### config.mk
export PLATFORM = sky130hd
export DESIGN_NAME = uart_rx_byte
export DESIGN_NICKNAME = d
export VERILOG_FILES = /design/src/rtl/uart_rx_byte.sv
export SDC_FILE = /design/constraint.sdc
export NUM_CORES = 1
export LEC_CHECK = 0
export ABC_CLOCK_PERIOD_IN_PS = 2500
export CORE_ASPECT_RATIO = 2
export CORE_UTILIZATION = 41
export DETAILED_ROUTE_END_ITERATION = 6
export PLACE_DENSITY = 0.58
export SYNTH_ARGS = -nofsm -noshare
export SYNTH_HDL_FRONTEND = slang
export SYNTH_SLANG_ARGS = --single-unit
### constraint.sdc
create_clock -name clk -period 2.5 [get_ports clk]
set_input_delay 0.5 -clock clk [delete_from_list [all_inputs] [get_ports clk]]
set_output_delay 0.5 -clock clk [all_outputs]
set_load 0.02 [all_outputs]
### src/rtl/uart_rx_byte.sv
// 8N1 serial receiver with a one-deep valid/ready output register.
// Optional build macro UART_RX_PARITY_EN switches the frame to 8E1.
module uart_rx_byte #(
    parameter int CLKS_PER_BIT = 16
) (
    input  logic       clk,
    input  logic       rst,
    input  logic       rx_i,
    output logic [7:0] rx_data,
    output logic       rx_valid,
    input  logic       rx_ready,
    output logic       frame_err,
    output logic       overrun
);

    // state    | meaning
    // S_IDLE   | line idle, waiting for a falling edge
    // S_START  | counting to the middle of the start bit
    // S_DATA   | sampling eight data bits, LSB first
    // S_PARITY | sampling the even-parity bit (parity build only)
    // S_STOP   | sampling the stop bit, completing or rejecting the byte
    // S_BREAK  | stop bit was low, waiting for the line to return high
    typedef enum logic [2:0] {
        S_IDLE,
        S_START,
        S_DATA,
        S_PARITY,
        S_STOP,
        S_BREAK
    } state_t;

    localparam int CW = $clog2(CLKS_PER_BIT);
    localparam logic [CW-1:0] C_FULL = CW'(CLKS_PER_BIT - 1);
    localparam logic [CW-1:0] C_HALF = CW'(CLKS_PER_BIT / 2 - 1);

    logic          r_sync_1;
    logic          r_sync_2;
    logic          r_rx_prev;
    state_t        r_state;
    logic [CW-1:0] r_cnt;
    logic [2:0]    r_bit;
    logic [7:0]    r_shift;

    state_t        w_state_nx;
    logic [CW-1:0] w_cnt_nx;
    logic [2:0]    w_bit_nx;
    logic [7:0]    w_shift_nx;
    logic          w_rx_s;
    logic          w_fall;
    logic          w_tick;
    logic          w_done;
    logic          w_ferr;

`ifdef UART_RX_PARITY_EN
    logic          r_par;
    logic          w_par_nx;
    logic          w_par_ok;
`endif

    assign w_rx_s = r_sync_2;
    assign w_fall = r_rx_prev & ~w_rx_s;
    assign w_tick = (r_cnt == '0);

`ifdef UART_RX_PARITY_EN
    assign w_par_ok = ~(^{r_shift, r_par});
`endif

    // Synchronizer and edge-detect history idle high so reset never looks like a start edge.
    always_ff @(posedge clk) begin
        if (rst) begin
            r_sync_1  <= 1'b1;
            r_sync_2  <= 1'b1;
            r_rx_prev <= 1'b1;
        end else begin
            r_sync_1  <= rx_i;
            r_sync_2  <= r_sync_1;
            r_rx_prev <= r_sync_2;
        end
    end

    always_ff @(posedge clk) begin
        if (rst) begin
            r_state <= S_IDLE;
            r_cnt   <= '0;
            r_bit   <= '0;
            r_shift <= '0;
`ifdef UART_RX_PARITY_EN
            r_par   <= 1'b0;
`endif
        end else begin
            r_state <= w_state_nx;
            r_cnt   <= w_cnt_nx;
            r_bit   <= w_bit_nx;
            r_shift <= w_shift_nx;
`ifdef UART_RX_PARITY_EN
            r_par   <= w_par_nx;
`endif
        end
    end

    always_comb begin
        w_state_nx = r_state;
        w_cnt_nx   = r_cnt;
        w_bit_nx   = r_bit;
        w_shift_nx = r_shift;
        w_done     = 1'b0;
        w_ferr     = 1'b0;
`ifdef UART_RX_PARITY_EN
        w_par_nx   = r_par;
`endif
        case (r_state)
            S_IDLE: begin
                if (w_fall) begin
                    w_state_nx = S_START;
                    w_cnt_nx   = C_HALF;
                end
            end
            S_START: begin
                if (w_tick) begin
                    if (!w_rx_s) begin
                        w_state_nx = S_DATA;
                        w_cnt_nx   = C_FULL;
                        w_bit_nx   = '0;
                    end else begin
                        w_state_nx = S_IDLE;
                    end
                end else begin
                    w_cnt_nx = r_cnt - CW'(1);
                end
            end
            S_DATA: begin
                if (w_tick) begin
                    w_shift_nx = {w_rx_s, r_shift[7:1]};
                    w_cnt_nx   = C_FULL;
                    if (r_bit == 3'd7) begin
`ifdef UART_RX_PARITY_EN
                        w_state_nx = S_PARITY;
`else
                        w_state_nx = S_STOP;
`endif
                    end else begin
                        w_bit_nx = r_bit + 3'd1;
                    end
                end else begin
                    w_cnt_nx = r_cnt - CW'(1);
                end
            end
`ifdef UART_RX_PARITY_EN
            S_PARITY: begin
                if (w_tick) begin
                    w_par_nx   = w_rx_s;
                    w_cnt_nx   = C_FULL;
                    w_state_nx = S_STOP;
                end else begin
                    w_cnt_nx = r_cnt - CW'(1);
                end
            end
`endif
            S_STOP: begin
                if (w_tick) begin
`ifdef UART_RX_PARITY_EN
                    // A parity mismatch rejects the byte even when the stop bit is good.
                    w_done = w_par_ok & w_rx_s;
                    w_ferr = ~w_par_ok | ~w_rx_s;
`else
                    w_done = w_rx_s;
                    w_ferr = ~w_rx_s;
`endif
                    w_state_nx = w_rx_s ? S_IDLE : S_BREAK;
                end else begin
                    w_cnt_nx = r_cnt - CW'(1);
                end
            end
            S_BREAK: begin
                if (w_rx_s) begin
                    w_state_nx = S_IDLE;
                end
            end
            default: begin
                w_state_nx = S_IDLE;
            end
        endcase
    end

    // A completing byte may replace the held one only when that one leaves in the same cycle.
    always_ff @(posedge clk) begin
        if (rst) begin
            rx_data   <= 8'h00;
            rx_valid  <= 1'b0;
            frame_err <= 1'b0;
            overrun   <= 1'b0;
        end else begin
            frame_err <= w_ferr;
            overrun   <= 1'b0;
            if (w_done) begin
                if (!rx_valid || rx_ready) begin
                    rx_data  <= r_shift;
                    rx_valid <= 1'b1;
                end else begin
                    overrun <= 1'b1;
                end
            end else if (rx_valid && rx_ready) begin
                rx_valid <= 1'b0;
            end
        end
    end

endmodule

# Word-level counts from Yosys, hierarchy flattened

Cells that the tools add are included.

Muxes and demuxes: 26
Reduce and logical (&&, ||, !) cells: 16
Add/sub/neg operators: 2
Bitwise gates (word level): 5
Equal/unequal tests: 16

Operator list:

| operator                                                           | count |
|---|---|
| 3-bit two-way mux                                                  | 11 |
| 4-bit two-way mux                                                  | 5 |
| 2-bit != test, second input constant                               | 9 |
| 4-bit one-hot mux with 4 select lines                              | 1 |
| 3-bit one-hot mux with 5 select lines                              | 1 |
| 3-bit == test, second input constant                               | 3 |
| 1-bit two-way mux                                                  | 6 |
| 3-bit one-hot mux with 2 select lines                              | 1 |
| 2-bit AND reduction                                                | 3 |
| 6-bit AND reduction                                                | 1 |
| 5-bit AND reduction                                                | 1 |
| 4-bit logical NOT                                                  | 1 |
| 1-bit inverter                                                     | 4 |
| 4-bit AND reduction                                                | 1 |
| 2-bit nonzero test                                                 | 2 |
| 4-bit nonzero test                                                 | 1 |
| 4-bit by 1-bit subtractor with 4-bit output, second input constant | 1 |
| 3-bit by 1-bit adder with 3-bit output, second input constant      | 1 |
| 3-bit by 1-bit == test with 1-bit output, second input constant    | 1 |
| 3-bit by 2-bit == test with 1-bit output, second input constant    | 1 |
| 3-bit logical NOT                                                  | 1 |
| 3-bit != test, second input constant                               | 1 |
| 3-bit OR reduction                                                 | 1 |
| 2-bit two-way mux                                                  | 1 |
| 6 further kinds                                                    | 6 |

Register bits after elaboration: 32
Input port bits: 4
Output and inout bits: 11

# Logic depth before layout (Yosys ltp)

Depth after elaboration: 5
Gate-level depth with buffers: 7

# Worst setup path before layout

Ideal clock, no wire load.

Kind: register to register
Start: register r_cnt[0]
End: register r_shift[0]
Setup slack: 0.894 ns
Setup time: 0.128 ns
Buffers on the path: 0
Stages on the path, launching flop included: 7
Period minus slack after synthesis: 1.606 ns
Arrival time: 1.479 ns
Data required time: 2.372 ns
Path through: dfxtp_1 inv_1 ha_1 or4b_4 nor2_8 mux2i_1 nor2_1

Word-level cells in the longest chain between the ends: 2

RTL lines:

| what                                 | line | source |
|---|---|---|
| start, declared                      | 40   | `logic [CW-1:0] r_cnt;` |
| start signal, assigned               | 92   | `r_cnt <= w_cnt_nx;` |
| 4-bit logical NOT                    | 62   | `assign w_tick = (r_cnt == '0);` |
| 2-bit AND reduction (no source line) | --   |  |
| end signal, assigned                 | 94   | `r_shift <= w_shift_nx;` |
| end, declared                        | 42   | `logic [7:0] r_shift;` |

Every way passes these cells.
A chain may end at the register's enable or synchronous reset.

# Final worst setup path

Start: register r_cnt[0]
End: register rx_data[2]

Word-level cells in the longest chain between the ends: 4

RTL lines:

| what                                 | line | source |
|---|---|---|
| 4-bit logical NOT                    | 62   |  |
| 1-bit two-way mux                    | 160  | `if (w_tick) begin` |
| 1-bit two-way mux                    | 111  | `case (r_state)` |
| 2-bit AND reduction (no source line) | --   |  |
| end signal, assigned                 | 197  | `rx_data <= r_shift;` |
| end, declared                        | 9    | `output logic [7:0] rx_data,` |

Every way passes these cells.

==> out/metrics.csv <==
stage,metric,value,unit
synth,syn_inst,144,
clock_tree,cts.repair.resized,0,
synth,synth_top_area_share,45.6,%
die,core-area,0.00323,mm^2
critical_path,crit_arrival,1930,ps
job,maxCapViolCount,0,
route,first_iter_violations,23,
layout,antennaDiodeCount,0,
route,first_pass_iters,4,
power,ir_drop,0.466,mV
die,fp.dieW,43.4,um
layout,final_util,51.3,%
die,die_h,84.8,um
global_route,grt_pass1_vias,1093,
synth,synthFlopType,dfxtp_1,
clock_tree,ctsHoldBuffers,0,
synth,ys_async_sr_fraction,0,%
global_route,grt_pass1_wl,4700,um
synth,synth_edf_count,0,
layout,layout.nets,167,
die,dieArea,0.00368,mm^2
clock_tree,clk_pin_slew,70,ps
global_route,track_usage,17.1,%
critical_path,end_kind,flop,
route,dr.max_layer_used,met4,
route,dr_wl_met2,1480,um
synth,netlist_top_cells_count,"dfxtp_1, nor2_1, mux2i_1, a21oi_1",
route,wl_met3,72,um
die,fp-row-count,29,
timing,slew_headroom,58.0,%
power,pwr-share-seq,51.3,%
synth,syn_area,0.00140,mm^2
timing,fin_crit_sh,71.5,%
route,viasPerCell,5.61,
clock_tree,cts_sinks,32,
power,power_density,627,mW/mm^2
timing,fin_tns_setup,0,ps
critical_path,cp_max_fo,13,
clock_tree,postCtsSetupRepairBufs,0,
critical_path,crit_path_start_kind,flop,
clock_tree,cts_buffers,5,
power,p_int,0.787,mW
timing,hold_viol_final,0,
synth,ys_ff_latch,32,
critical_path,setup.worst_path.end,rx_data[2]$_SDFFE_PP0P_,
worst_hold_path,hold_class,reg2reg,
power,pwr-share-comb,9.6,%
layout,drive_above_1_share,11.8,%
timing,rsz0062_at_grt,no,
global_route,grt_max_degree,19,
timing,worst_slew_pin_slew,628,ps
critical_path,r2r-start,r_cnt[0]$_SDFFE_PP0P_,
synth,ys_warn_count,0,
global_route,grt_overflow,0,
clock_tree,htree_levels,2,
outcome,outcome,"finished, final reports clean",
place,place_inst,184,
critical_path,reg2reg_slack,710,ps
timing,whs,438,ps
synth,yosysSeqAreaShare,45.6,%
clock_tree,root_buffer,clkbuf_8,
timing,fin_ws,711,ps
timing,setup_viol,0,
place,place_congestion,0.762,
place,port_buffers,14,
synth,syn_avg_cell_area,9.75,um^2
synth,synth.most_common_cell,dfxtp_1,
clock_tree,cts_tree,done,
clock_tree,clock_path_buffers,2,
place,pre_cts_ws,587,ps
layout,final_cells,192,
power,p_sw_share,24.3,%
timing,worst_clock_skew,5.78,ps
clock_tree,insertion_delay,280,ps
critical_path,cp.required,2640,ps
critical_path,crit_type,reg2reg,
power,power.leakage,0.657,nW
synth,post_synth_num_cell_types,38,
timing,maxSlewViolCount,0,
critical_path,ff2ff_path_depth,7,
route,ant_nets,0,
critical_path,reg2reg_to,rx_data[2]$_SDFFE_PP0P_,
global_route,antenna_found_initial,0,
power,p_sw,0.253,mW
route,wl_met1,1070,um
timing,fmax,559,MHz
route,postRouteWirelength,2690,um
power,p_clk_share,39.1,%
place,dpl.hpwl,1980,um
critical_path,critPathLaunch,r_cnt[0]$_SDFFE_PP0P_,
synth,synth_area_leader_cell,dfxtp_1,
route,vias,1078,
route,drc,0,
route,drt-wirelength-per-cell,14.0,um
die,top_level_ports,15,
timing,period_needed,1790,ps
die,start_util,43.5,%
synth,synth.area.top_cells,"dfxtp_1, mux2i_1, nor2_1",
synth,synth.net_count,151,
layout,area_delta_synth_final,18.1,%
==> how the worst min path moves through the flow <==
| stage | start | end | slack [ps] | depth (start not counted) |
|---|---|---|---|---|
| 3_3_place_gp | r_sync_1$_SDFF_PP1_ | r_sync_2$_SDFF_PP1_ | 390 | 1 |
| 6_report | r_sync_1$_SDFF_PP1_ | r_sync_2$_SDFF_PP1_ | 440 | 1 |
| 5_1_grt | r_sync_1$_SDFF_PP1_ | r_sync_2$_SDFF_PP1_ | 460 | 1 |
| 3_5_place_dp | r_sync_1$_SDFF_PP1_ | r_sync_2$_SDFF_PP1_ | 430 | 1 |
| 2_1_floorplan | r_sync_1$_SDFF_PP1_ | r_sync_2$_SDFF_PP1_ | 390 | 1 |
| 4_1_cts | r_sync_1$_SDFF_PP1_ | r_sync_2$_SDFF_PP1_ | 450 | 1 |
==> registers in the layout, indices dropped and copies added, names as in the netlist <==
name / count
r_rx_prev: 1
r_state: 3
rx_data: 8
r_bit: 3
r_sync_1: 1
r_sync_2: 1
overrun: 1
frame_err: 1
r_shift: 8
r_cnt: 4
rx_valid: 1
==> worst max-delay path: stages, from the launching register on <==
cell and delay (ps):
dfxtp_1 350, inv_1 70, ha_1 200, nor3b_2 180, buf_4 220, nand4_2 330
mux2i_1 250, nor2_1 50
==> cells in the final DEF (no fill, tap or decap), drive strengths merged, types with 2 or more instances in the layout <==
cell type	netlist	routed
ha	3	3
nand3	2	2
clkbuf	4	7
nor2b	2	2
dfxtp	32	32
buf	4	3
a211oi	4	4
a21oi	6	6
nor3b	5	5
nor2	25	25
a22oi	2	2
o31a	3	3
clkdlybuf4s50	0	14
o21ai	4	4
mux2i	17	17
or2	3	3
nand2b	2	2
inv	4	4
nand2	3	3
o21a	2	2
nor3	4	4
==> stage by stage <==
| step | cell area [um^2] | power [mW] |
|---|---|---|
| finish | 1660 | 1.04 |
| global route | 1660 | 1.09 |
| CTS | 1660 | 1.06 |
| detailed placement | 1560 | 0.644 |
| global placement | 1560 | 0.642 |
| floorplan | 1400 | 0.617 |
==> kinds of logic after synthesis <==
family | after synthesis | share of synthesized area, %
fa+ha+maj | 3 | 2.67
compound gates | 29 | 14.3
flops | 32 | 45.6
simple gates | 50 | 20.6
mux | 17 | 12.1
buf+inv | 12 | 4.01
xor+xnor | 1 | 0.624
==> power groups by stage <==
stage          registers (mW)  clock network, mW  logic (mW)
4_1_cts                 0.533              0.422       0.100
6_report                0.533              0.407      0.0996
3_5_place_dp            0.545                  0      0.0996
3_3_place_gp            0.544                  0      0.0980
5_1_grt                 0.534              0.449       0.110
2_1_floorplan           0.538                  0      0.0792
==> metal layers <==
| layer | vias to the layer above | track usage (%) |
|---|---|---|
| met2 | 14 | 30.4 |
| met5 | - | 0 |
| met4 | 0 | 9.38 |
| met3 | 5 | 4.52 |
| met1 | 513 | 17.1 |
| li1 | 546 | - |
==> area by class of cell <==
cell class	count	area (um^2)
clock inverter	1	7.51
timing repair buffer	17	163
fill	322	1570
tap	31	38.8
inverter	4	15.0
clock buffer	7	86.3
sequential	32	641
multi-input combinational	100	707
(Power assumes the default switching activity.)
